File: src/rtl/execute_muldiv_if.sv
// Operand/result bundle between the decode/execute latch and the execute-stage mul/div unit.
// The master is the latch side; the slave is the mul/div unit.
interface execute_muldiv_if #(
  parameter int unsigned WIDTH = 32
);
  logic [4:0]       opcodeIn;
  logic [4:0]       aluopIn;
  logic [WIDTH-1:0] operandA;
  logic [WIDTH-1:0] operandB;
  logic [4:0]       rdIn;
  logic             flush;
  logic             stall;
  logic             resultRdy;
  logic [WIDTH-1:0] result;
  logic [4:0]       rdOut;
  logic             exception;

  modport master (
    output opcodeIn, aluopIn, operandA, operandB, rdIn, flush,
    input  stall, resultRdy, result, rdOut, exception
  );

  modport slave (
    input  opcodeIn, aluopIn, operandA, operandB, rdIn, flush,
    output stall, resultRdy, result, rdOut, exception
  );
endinterface

File: src/rtl/execute_muldiv.sv
// Multi-cycle signed multiply (radix-2 shift-add) and divide (restoring) on operand magnitudes.
// Holds the upstream latch via stall while busy; presents a one-cycle resultRdy in DONE.
module execute_muldiv #(
  parameter int unsigned WIDTH   = 32,
  parameter logic [4:0]  OP_ALU  = 5'b00000,
  parameter logic [4:0]  ALU_MUL = 5'b00110,
  parameter logic [4:0]  ALU_DIV = 5'b00111
) (
  input logic             clock,
  input logic             reset,
  execute_muldiv_if.slave bus
);

  typedef enum logic [1:0] {StIdle, StMul, StDiv, StDone} state_e;

  state_e               state_q, state_d;
  logic [5:0]           cnt_q, cnt_d;
  logic [2*WIDTH-1:0]   acc_q, acc_d;
  logic [WIDTH-1:0]     mcand_q, mcand_d;
  logic                 neg_q, neg_d;
  logic                 dovf_q, dovf_d;
  logic [4:0]           rd_pend_q, rd_pend_d;
  logic [WIDTH-1:0]     result_q, result_d;
  logic [4:0]           rd_q, rd_d;
  logic                 exc_q, exc_d;

  logic                 is_mul, is_div, start;
  logic [WIDTH-1:0]     a_mag, b_mag;
  logic [WIDTH:0]       mul_sum;
  logic [2*WIDTH-1:0]   mul_next, prod;
  logic                 mul_ovf;
  logic [2*WIDTH-1:0]   div_shift, div_next;
  logic [WIDTH:0]       div_trial;
  logic [WIDTH-1:0]     quo;

  assign is_mul = (bus.opcodeIn == OP_ALU) && (bus.aluopIn == ALU_MUL);
  assign is_div = (bus.opcodeIn == OP_ALU) && (bus.aluopIn == ALU_DIV);
  assign start  = (state_q == StIdle) && (is_mul || is_div) && !bus.flush;

  assign a_mag = bus.operandA[WIDTH-1] ? -bus.operandA : bus.operandA;
  assign b_mag = bus.operandB[WIDTH-1] ? -bus.operandB : bus.operandB;

  // Multiply step: acc = {partial product, remaining multiplier bits}.
  assign mul_sum  = {1'b0, acc_q[2*WIDTH-1:WIDTH]} + (acc_q[0] ? {1'b0, mcand_q} : '0);
  assign mul_next = {mul_sum, acc_q[WIDTH-1:1]};
  assign prod     = neg_q ? -mul_next : mul_next;
  assign mul_ovf  = prod[2*WIDTH-1:WIDTH-1] != {(WIDTH+1){prod[WIDTH-1]}};

  // Divide step: acc = {partial remainder, dividend/quotient bits}.
  assign div_shift = {acc_q[2*WIDTH-2:0], 1'b0};
  assign div_trial = {1'b0, div_shift[2*WIDTH-1:WIDTH]} - {1'b0, mcand_q};
  assign div_next  = div_trial[WIDTH] ? div_shift
                                      : {div_trial[WIDTH-1:0], div_shift[WIDTH-1:1], 1'b1};
  assign quo       = neg_q ? -div_next[WIDTH-1:0] : div_next[WIDTH-1:0];

  always_comb begin
    state_d   = state_q;
    cnt_d     = cnt_q;
    acc_d     = acc_q;
    mcand_d   = mcand_q;
    neg_d     = neg_q;
    dovf_d    = dovf_q;
    rd_pend_d = rd_pend_q;
    result_d  = result_q;
    rd_d      = rd_q;
    exc_d     = exc_q;

    unique case (state_q)
      StIdle: begin
        if (start) begin
          cnt_d     = '0;
          rd_pend_d = bus.rdIn;
          neg_d     = bus.operandA[WIDTH-1] ^ bus.operandB[WIDTH-1];
          dovf_d    = is_div && (bus.operandA == {1'b1, {(WIDTH-1){1'b0}}}) &&
                      (bus.operandB == {WIDTH{1'b1}});
          acc_d     = {{WIDTH{1'b0}}, is_mul ? b_mag : a_mag};
          mcand_d   = is_mul ? a_mag : b_mag;
          if (is_div && (bus.operandB == '0)) begin
            state_d  = StDone;
            result_d = '0;
            rd_d     = bus.rdIn;
            exc_d    = 1'b1;
          end else begin
            state_d = is_mul ? StMul : StDiv;
          end
        end
      end
      StMul: begin
        acc_d = mul_next;
        cnt_d = cnt_q + 6'd1;
        if (cnt_q == 6'(WIDTH - 1)) begin
          state_d  = StDone;
          result_d = prod[WIDTH-1:0];
          rd_d     = rd_pend_q;
          exc_d    = mul_ovf;
        end
      end
      StDiv: begin
        acc_d = div_next;
        cnt_d = cnt_q + 6'd1;
        if (cnt_q == 6'(WIDTH - 1)) begin
          state_d  = StDone;
          result_d = quo;
          rd_d     = rd_pend_q;
          exc_d    = dovf_q;
        end
      end
      StDone: state_d = StIdle;
      default: state_d = StIdle;
    endcase

    // A flush abandons the operation without touching the visible outputs.
    if (bus.flush && (state_q != StIdle)) begin
      state_d  = StIdle;
      result_d = result_q;
      rd_d     = rd_q;
      exc_d    = exc_q;
    end
  end

  always_ff @(posedge clock or negedge reset) begin
    if (!reset) begin
      state_q   <= StIdle;
      cnt_q     <= '0;
      acc_q     <= '0;
      mcand_q   <= '0;
      neg_q     <= 1'b0;
      dovf_q    <= 1'b0;
      rd_pend_q <= '0;
      result_q  <= '0;
      rd_q      <= '0;
      exc_q     <= 1'b0;
    end else begin
      state_q   <= state_d;
      cnt_q     <= cnt_d;
      acc_q     <= acc_d;
      mcand_q   <= mcand_d;
      neg_q     <= neg_d;
      dovf_q    <= dovf_d;
      rd_pend_q <= rd_pend_d;
      result_q  <= result_d;
      rd_q      <= rd_d;
      exc_q     <= exc_d;
    end
  end

  assign bus.stall     = reset && (start || (state_q == StMul) || (state_q == StDiv));
  assign bus.resultRdy = (state_q == StDone);
  assign bus.result    = result_q;
  assign bus.rdOut     = rd_q;
  assign bus.exception = exc_q;

endmodule

File: src/flat_wrapper.sv
// flat-port wrapper written by rule: the top's interface ports become plain ports
module execute_muldiv_flat 
#(
  parameter int unsigned WIDTH   = 32,
  parameter logic [4:0]  OP_ALU  = 5'b00000,
  parameter logic [4:0]  ALU_MUL = 5'b00110,
  parameter logic [4:0]  ALU_DIV = 5'b00111
)
  (clock, reset, bus_opcodeIn, bus_aluopIn, bus_operandA, bus_operandB, bus_rdIn, bus_flush, bus_stall, bus_resultRdy, bus_result, bus_rdOut, bus_exception);
  execute_muldiv_if #(.WIDTH(WIDTH)) bus_i ();
  input logic clock;
  input logic reset;
  input wire logic [$bits(bus_i.opcodeIn)-1:0] bus_opcodeIn;
  input wire logic [$bits(bus_i.aluopIn)-1:0] bus_aluopIn;
  input wire logic [$bits(bus_i.operandA)-1:0] bus_operandA;
  input wire logic [$bits(bus_i.operandB)-1:0] bus_operandB;
  input wire logic [$bits(bus_i.rdIn)-1:0] bus_rdIn;
  input wire logic [$bits(bus_i.flush)-1:0] bus_flush;
  output wire logic [$bits(bus_i.stall)-1:0] bus_stall;
  output wire logic [$bits(bus_i.resultRdy)-1:0] bus_resultRdy;
  output wire logic [$bits(bus_i.result)-1:0] bus_result;
  output wire logic [$bits(bus_i.rdOut)-1:0] bus_rdOut;
  output wire logic [$bits(bus_i.exception)-1:0] bus_exception;
  assign bus_i.opcodeIn = bus_opcodeIn;
  assign bus_i.aluopIn = bus_aluopIn;
  assign bus_i.operandA = bus_operandA;
  assign bus_i.operandB = bus_operandB;
  assign bus_i.rdIn = bus_rdIn;
  assign bus_i.flush = bus_flush;
  assign bus_stall = bus_i.stall;
  assign bus_resultRdy = bus_i.resultRdy;
  assign bus_result = bus_i.result;
  assign bus_rdOut = bus_i.rdOut;
  assign bus_exception = bus_i.exception;
  execute_muldiv #(.WIDTH(WIDTH), .OP_ALU(OP_ALU), .ALU_MUL(ALU_MUL), .ALU_DIV(ALU_DIV)) u_core (.clock(clock), .reset(reset), .bus(bus_i));
endmodule
File: config.mk
export PLATFORM = sky130hd
export DESIGN_NAME = execute_muldiv_flat
export DESIGN_NICKNAME = d
export VERILOG_FILES = /design/src/rtl/execute_muldiv_if.sv /design/src/rtl/execute_muldiv.sv /design/src/flat_wrapper.sv
export SDC_FILE = /design/constraint.sdc
export NUM_CORES = 1
export LEC_CHECK = 0
export ABC_AREA = 1
export CORE_UTILIZATION = 25
export CTS_BUF_LIST = sky130_fd_sc_hd__clkbuf_8
export DETAILED_ROUTE_END_ITERATION = 8
export GPL_TIMING_DRIVEN = 0
export PLACE_DENSITY = 0.38
export SKIP_CTS_REPAIR_TIMING = 1
export SLEW_MARGIN = 20
export SYNTH_ARGS = -nofsm -noshare
export SYNTH_HDL_FRONTEND = slang
export SYNTH_SLANG_ARGS = --single-unit
export TNS_END_PERCENT = 100
File: constraint.sdc
create_clock -name clock -period 4.48 [get_ports clock]
set_clock_uncertainty 0.15 [all_clocks]
set_input_delay 0.672 -clock clock [delete_from_list [all_inputs] [get_ports clock]]
set_output_delay 0.672 -clock clock [all_outputs]
set_load 0.03 [all_outputs]
# Yosys cells after proc, flatten, opt, wreduce, memory -nomap -nowiden
# Cells that the tools add are included.
dict set report op_classes {
  bitwise_logic 2
  mux 32
  eq_ne 16
  n_reduce_logical 26
  addsub 7
}
# operator count
set ops {}
lappend ops {{32-bit two-way mux} 10}
lappend ops {{64-bit two-way mux} 3}
lappend ops {{64-bit case mux with 3 select lines} 1}
lappend ops {{32-bit negator} 3}
lappend ops {{32-bit case mux with 3 select lines} 1}
lappend ops {{32-bit equality test, second input constant} 2}
lappend ops {{64-bit negator} 1}
lappend ops {{32-bit by 33-bit adder with 33-bit output} 1}
lappend ops {{32-bit by 32-bit subtractor with 33-bit output} 1}
lappend ops {{32-bit logical NOT} 1}
lappend ops {{32-bit != test} 1}
lappend ops {{5-bit two-way mux} 3}
lappend ops {{6-bit case mux with 2 select lines} 1}
lappend ops {{5-bit by 3-bit equality test with 1-bit output, second input constant} 2}
lappend ops {{2-bit two-way mux} 5}
lappend ops {{5-bit case mux with 2 select lines} 1}
lappend ops {{1-bit logical AND} 9}
lappend ops {{2-bit by 1-bit != test with 1-bit output, second input constant} 4}
lappend ops {{2-bit AND reduction} 4}
lappend ops {{6-bit by 1-bit adder with 6-bit output, second input constant} 1}
lappend ops {{6-bit by 5-bit equality test with 1-bit output, second input constant} 1}
lappend ops {{6-bit two-way mux} 1}
lappend ops {{2-bit case mux with 3 select lines} 1}
lappend ops {{6-bit AND reduction} 1}
lappend ops {{other kinds (17)} 24}
dict set report word_totals {
  input_bits 82
  out_inout_bits 40
  regBits 149
}

# Logic depth before layout (Yosys ltp)
# Gate-level depths: netlist (run 1).
dict set report depth {
  depth_word 8
  ltp_mapped 33
}

# Least setup slack after synthesis (run 1)
# No wires, ideal clock.
dict set report synth_path {
  path_type {reg2reg}
  start {register u_core.acc_q[31]}
  end {register u_core.result_q[28] (netlist: u_core.bus.result[28])}
  path_buffers 2
  stages_incl_launch_ff 23
  setup_slack_ns 0.775
  setup_time_ns 0.121
  arrival_time_ns 3.434
  path_cell_list {dfrtp_1 -> inv_1 -> ha_1 -> fa_1 -> inv_1 -> nand2_1 -> o21ai_2 -> nand2_1 -> o211ai_2 -> nand2_1 -> nand2_1 -> a21o_2 -> nand3_1 -> nand2_2 -> inv_2 -> clkbuf_1 -> ha_1 -> nor2_1 -> inv_1 -> clkbuf_1 -> o2111ai_1 -> o31ai_1 -> a22o_1}
}
dict set report synth_between {
  elab_chain_len 6
}
# item line
set synth_rtl {}
lappend synth_rtl {{start, declared} execute_muldiv.sv:18} ;# logic [2*WIDTH-1:0] acc_q, acc_d;
lappend synth_rtl {{start signal, assigned} execute_muldiv.sv:125} ;# acc_q <= '0;
lappend synth_rtl {{start signal, assigned} execute_muldiv.sv:136} ;# acc_q <= acc_d;
lappend synth_rtl {{32-bit by 32-bit subtractor with 33-bit output} execute_muldiv.sv:51} ;# assign div_trial = {1'b0, div_shift[2*WIDTH-1:WIDTH]} - {1'b0, mcand_q};
lappend synth_rtl {{64-bit two-way mux} execute_muldiv.sv:52} ;# assign div_next = div_trial[WIDTH] ? div_shift
lappend synth_rtl {{32-bit negator} execute_muldiv.sv:54} ;# assign quo = neg_q ? -div_next[WIDTH-1:0] : div_next[WIDTH-1:0];
lappend synth_rtl {{32-bit two-way mux} execute_muldiv.sv:54}
lappend synth_rtl {{32-bit two-way mux} execute_muldiv.sv:101} ;# if (cnt_q == 6'(WIDTH - 1)) begin
lappend synth_rtl {{32-bit case mux with 3 select lines} execute_muldiv.sv:68} ;# unique case (state_q)
lappend synth_rtl {{end signal, assigned} execute_muldiv.sv:141} ;# result_q <= result_d;
lappend synth_rtl {{end, declared} execute_muldiv.sv:23} ;# logic [WIDTH-1:0] result_q, result_d;
# No other way between the ends. The select of a mux whose other input is x is not followed.
# A chain may end at the register's enable or synchronous reset.

# Worst setup path after layout (run 1)
# Ends and elaborated chain as after synthesis.

==> results of run 1 <==
-- registers in the layout (all words and copies together) (netlist names) --
| signal | count |
|---|---|
| u_core.acc_q | 64 |
| u_core.bus.result | 32 |
| u_core.mcand_q | 32 |
| u_core.cnt_q | 6 |
| u_core.bus.rdOut | 5 |
| u_core.rd_pend_q | 5 |
| u_core.state_q | 2 |
| u_core.bus.exception | 1 |
| u_core.dovf_q | 1 |
| u_core.neg_q | 1 |
-- cell usage after synthesis (28+ instances only) --
cell type | number | area, um^2
nand3_1 | 153 | 766
o22ai_1 | 47 | 294
inv_1 | 362 | 1360
a21oi_1 | 148 | 741
nor3_1 | 39 | 195
nand2_1 | 830 | 3120
xor2_1 | 49 | 429
ha_1 | 75 | 938
o21ai_0 | 179 | 896
nor2_1 | 265 | 995
nand4_1 | 29 | 181
nor2_2 | 28 | 175
o211ai_1 | 41 | 308
dfrtp_1 | 149 | 3730
clkbuf_1 | 76 | 285
xnor2_1 | 38 | 333
inv_2 | 40 | 150
a22o_1 | 33 | 289
-- worst max-delay path, cell delays in order (launching register included) --
cell	delay (ns)
dfrtp_1	0.41
clkinvlp_4	0.20
ha_1	0.27
fa_1	0.36
inv_1	0.08
nand2_1	0.08
o21ai_2	0.17
nand2_1	0.08
o211ai_2	0.10
nand2_1	0.10
nand2_2	0.10
a21o_4	0.16
nand3_1	0.11
nand2_4	0.14
inv_2	0.13
buf_4	0.23
ha_1	0.24
nor2_4	0.19
clkinvlp_4	0.15
buf_4	0.21
o2111ai_2	0.22
o31ai_1	0.14
a22o_1	0.23
-- worst max path at each step --
stage	slack (ns)	depth (start not counted)	endpoint	startpoint
4_1_cts	-1.24	26	u_core.bus.exception	u_core.acc_q[0]
5_1_grt	-0.10	27	u_core.bus.exception	u_core.acc_q[0]
3_3_place_gp	-4.28	4	bus_stall	reset
3_5_place_dp	-1.19	26	u_core.bus.exception	u_core.acc_q[0]
6_report	0.08	22	u_core.bus.result[28]	u_core.acc_q[31]
2_1_floorplan	0.78	22	u_core.bus.result[28]	u_core.acc_q[31]
-- routing by layer --
layer | up-vias | track usage, % | wire length, um
li1 | 9531 | - | -
met1 | 9280 | 34.1 | 40600
met2 | 593 | 40.1 | 38800
met3 | 79 | 2.71 | 4060
met4 | 0 | 7.29 | 2390
met5 | - | 0 | 0
-- cells by family after synthesis --
group	Yosys count	synth area share (%)
mux	5	0.294
compound gates	551	19.5
simple gates	1441	36.2
flops	149	21.9
xor+xnor	92	5.17
fa+ha+maj	77	5.75
buf+inv	505	11.2
-- stage by stage --
stage               hold WS [ns]  setup TNS (ns)  instances
floorplan                  0.226               0       2820
global route               0.353          -0.313       3861
detailed placement         0.314          -13.37       3814
CTS                      -0.0528          -14.12       3846
global placement           0.314         -614.70       3813
finish                     0.335               0       3861
-- power by group --
part	switching, mW	total, mW	leakage (nW)	internal (mW)
clock	0.638	1.09	0.180	0.450
combinational	5.91	8.44	7.72	2.53
sequential	0.519	2.27	1.83	1.75
-- area by class of cell --
cell class                 instances  area share (%)
antenna                            1          0.0125
buffer                            97            2.02
clock buffer                      17            1.17
clock inverter                    15           0.743
inverter                         406            7.64
multi-input combinational       2166            57.6
sequential                       149            18.6
tap                              873            5.45
timing repair buffer             137            6.77
==> results.json, run 1 <==
{
  "die_x_um": 263,
  "place_hpwl_um": 72200,
  "drtIter0Drc": 1482,
  "fillerInstances": 7619,
  "finalCritPeriodShare_pct": 98.1,
  "placementRows": 95,
  "holdPathEnd": "u_core.bus.result[23]",
  "pre_cts_ws_ns": -1.19,
  "critPathLaunchType": "register",
  "tightest_slew_ns": 1.05,
  "hold_viol_final": 0,
  "ys_types": 65,
  "post_synth.cell_area_avg_um2": 6.04,
  "arrival_ns": 4.65,
  "async_flop_share_pct": 100,
  "total_power_mw": 11.8,
  "rr_worst_depth": 22,
  "p_per_area_nw_per_um2": 589,
  "start_util_pct": 25.3,
  "syn2layout_area_growth_pct": 17.7,
  "grt_pass1_vias": 18800,
  "synth-main-ff-cell": "dfrtp_1",
  "cts_tree": "done",
  "clkLatencyLatePin_ns": 0.53,
  "rsz0062_at_grt": "yes",
  "p_leak_nw": 9.73,
  "maxSlewHeadroom_pct": 30.0,
  "cts.sinks": 149,
  "syn_area_um2": 17000,
  "htree_levels": 4,
  "first_pass_iters": 6,
  "seqCellArea_um2": 3730,
  "outcome": "complete, no violations",
  "synth_seq_area_share_pct": 21.9,
  "place.gp.congestion": 0.958,
  "synth_edf_count": 0,
  "cts_buffers": 17,
  "grt_max_degree": 85,
  "final_cell_mix": "nand2_1, inv_1, nor2_1",
  "gr-total-overflow": 0,
  "final_cell_area_um2": 20000,
  "drv_cap": 0,
  "hold_path_startpoint": "u_core.bus.result[23]",
  "vias": 19500,
  "core_um2": 67300,
  "clk_pin_slew_ns": 0.11,
  "vias_per_cell": 5.05,
  "final_antenna_net_count": 0,
  "maxSlewViolCount": 0,
  "netlist_instances": 2820,
  "timing_worst_setup_path_type": "register to register",
  "setup_viol": 0,
  "clock_path_buffers": 2,
  "r2r-end": "u_core.bus.result[28]",
  "antenna_found_initial": 2,
  "layout.nets": 3133,
  "ys_seq_elements": 149,
  "dieArea_um2": 69100,
  "multi_input_area_um2": 11500,
  "hold_class": "register to register",
  "cts_root_buf": "clkbuf_8",
  "grt.total_usage_pct": 24.6,
  "fmax_ghz": 0.227,
  "die_h_um": 263,
  "drive_above_1_share_pct": 7.63,
  "wl_um": 85800,
  "end_kind": "register",
  "portBuffers": 120,
  "ir_drop_uv": 262,
  "avgRoutedWirePerCell_um": 22.2,
  "required_ns": 4.74,
  "setup_slack_ns": 0.0830,
  "grt_pass1_wl_um": 127000,
  "io_pins": 122,
  "rr_startpoint": "u_core.acc_q[31]",
  "reg2reg_slack_ns": 0.08,
  "synthesis.nets": 2979,
  "fin_util_pct": 29.8,
  "placed_area_um2": 19300,
  "drc_errors": 0,
  "min_period_ns": 4.40,
  "hold_depth": 2,
  "path_max_fanout": 10,
  "final_common_cell": "nand2_1",
  "yosysWarningCount": 0
}
(Power assumes the default switching activity.)
==> inputs of run 2 (changes only) <==
CTS_CLUSTER_SIZE = 16   (was not set)
==> results of run 2 <==
Final layout, timing and power as in run 1 (identical DEF).
==> inputs of run 3 (changes only) <==
--- a/config.mk
+++ b/config.mk
@@ -8,2 +8,3 @@
 export ABC_AREA = 1
+export CAP_MARGIN = 20
 export CORE_UTILIZATION = 25
--- a/constraint.sdc
+++ b/constraint.sdc
@@ -4,2 +4,2 @@
 set_output_delay 0.672 -clock clock [all_outputs]
-set_load 0.03 [all_outputs]
+set_load 0.005 [all_outputs]
==> run 3 against run 2 <==
Effect of this change:
- register-to-register slack better by 0.03 ns
- die area stayed put
- first-iteration DRC count is 1.5% higher
- setup slack gained 0.035 ns
- via count up 0.33%
- combinational power fell by 2%
- sequential share of layout area fell by 0.056 points
==> results.json, run 3 (synthesized netlist as in run 1, its figures left out) <==
{
  "vias_per_cell": 5.06,
  "cts.sinks": 149,
  "setup_viol": 0,
  "met3_usage_pct": 2.71,
  "tightest_slew_ns": 1.19,
  "fillerInstances": 7622,
  "maxSlewViolCount": 0,
  "grt_pass1_vias": 18800,
  "hold_viol_final": 0,
  "vias": 19500,
  "avgRoutedWirePerCell_um": 22.2,
  "place.gp.congestion": 0.958,
  "reg2reg_slack_ns": 0.12,
  "drive_above_1_share_pct": 7.93,
  "die_h_um": 263,
  "syn2layout_area_growth_pct": 18.1,
  "cts_tree": "done",
  "final_antenna_net_count": 0,
  "hold_class": "register to register",
  "tns_ns": 0,
  "gr-total-overflow": 0,
  "cts_root_buf": "clkbuf_8",
  "fmax_ghz": 0.229,
  "place_hpwl_um": 72200,
  "grt_pass1_wl_um": 127000,
  "core_um2": 67300,
  "finalCritPeriodShare_pct": 97.4,
  "clkLatencyLatePin_ns": 0.52,
  "p_leak_nw": 9.72,
  "start_util_pct": 25.3,
  "die_x_um": 263,
  "cts_buffers": 17,
  "drc_errors": 0,
  "drtIter0Drc": 1504,
  "final_cell_area_um2": 20100,
  "critPathLaunchType": "register",
  "arrival_ns": 4.61,
  "end_kind": "register",
  "pre_cts_ws_ns": -1.19,
  "clock_path_buffers": 2,
  "dieArea_um2": 69100,
  "p_per_area_nw_per_um2": 578,
  "portBuffers": 120,
  "first_pass_iters": 6,
  "grt_use_met1_pct": 34.1,
  "wl_um": 85900,
  "timing_worst_setup_path_type": "register to register",
  "largest_reg_flops": 64,
  "regMostFlops": "u_core.acc_q",
  "outcome": "complete, no violations",
  "min_period_ns": 4.36,
  "path_max_fanout": 10,
  "grt_max_degree": 85,
  "placed_area_um2": 19300,
  "antenna_found_initial": 3,
  "placementRows": 95,
  "final_common_cell": "nand2_1",
  "grt_most_used_layer": "met2",
  "htree_levels": 4,
  "drv_cap": 0,
  "maxSlewHeadroom_pct": 20.6,
  "grt.total_usage_pct": 24.6,
  "io_pins": 122,
  "required_ns": 4.73,
  "setup_slack_ns": 0.118,
  "grtUsageMet2_pct": 40.1,
  "ir_drop_uv": 277,
  "final_cell_mix": "nand2_1, inv_1, nor2_1",
  "layout.nets": 3134,
  "clk_pin_slew_ns": 0.11
}
-- run 3: per-layer routing --
metal	wire [um]	part of all wire [%]	up-vias
met5	0	0	-
li1	-	-	9530
met3	3950	4.6	83
met2	38900	45	595
met4	2280	2.7	0
met1	40800	47	9339
-- run 3: final timing paths --
kind,startpoint,end,depth (start not counted)
max in group asynchronous,reset,u_core.mcand_q[3],3
min in group asynchronous,reset,u_core.bus.result[31],2
max,u_core.acc_q[31],u_core.bus.result[28],22
min reg2reg,u_core.bus.result[23],u_core.bus.result[23],2
min,u_core.bus.result[23],u_core.bus.result[23],2
max reg2reg,u_core.acc_q[31],u_core.bus.result[28],22
-- run 3: final cells by class --
type                            instances  area (um^2)  area share (%)
Buffer                                 98          412            2.05
Antenna cell                            2         5.00          0.0249
Multi-Input combinational cell       2166        11600            57.7
Sequential cell                       149         3730            18.6
Clock inverter                         15          149           0.741
Clock buffer                           17          234            1.16
Inverter                              406         1530            7.62
Timing Repair Buffer                  137         1360            6.75
Tap cell                              873         1090            5.44
-- run 3: worst max-delay path: stages (launching register included) --
cell and delay (ns):
dfrtp_1 0.41, clkinvlp_4 0.22, ha_4 0.23, fa_1 0.35, inv_1 0.07, nand2_1 0.08
o21ai_2 0.17, nand2_1 0.09, o211ai_2 0.10, nand2_1 0.10, nand2_2 0.10, a21o_4 0.15
nand3_1 0.11, nand2_4 0.13, inv_2 0.12, buf_6 0.19, ha_1 0.23, nor2_4 0.26
clkinvlp_4 0.18, buf_4 0.22, o2111ai_4 0.21, o31ai_2 0.11, a22o_1 0.22
-- run 3: stage by stage --
step	power [mW]	std cells	utilization, %	hold slack [ns]
detailed placement	10.2	3814	28.8	0.314
global placement	10.2	3813	28.7	0.314
floorplan	6.95	2820	-	0.226
global route	12.5	3862	29.9	0.353
finish	11.6	3863	29.9	0.334
CTS	11.4	3846	29.3	-0.0528
-- run 3: report_power, final --
part	switching, mW	leakage (nW)	total, mW	internal (mW)
sequential	0.517	1.83	2.27	1.75
clock	0.637	0.180	1.09	0.450
combinational	5.71	7.72	8.26	2.55
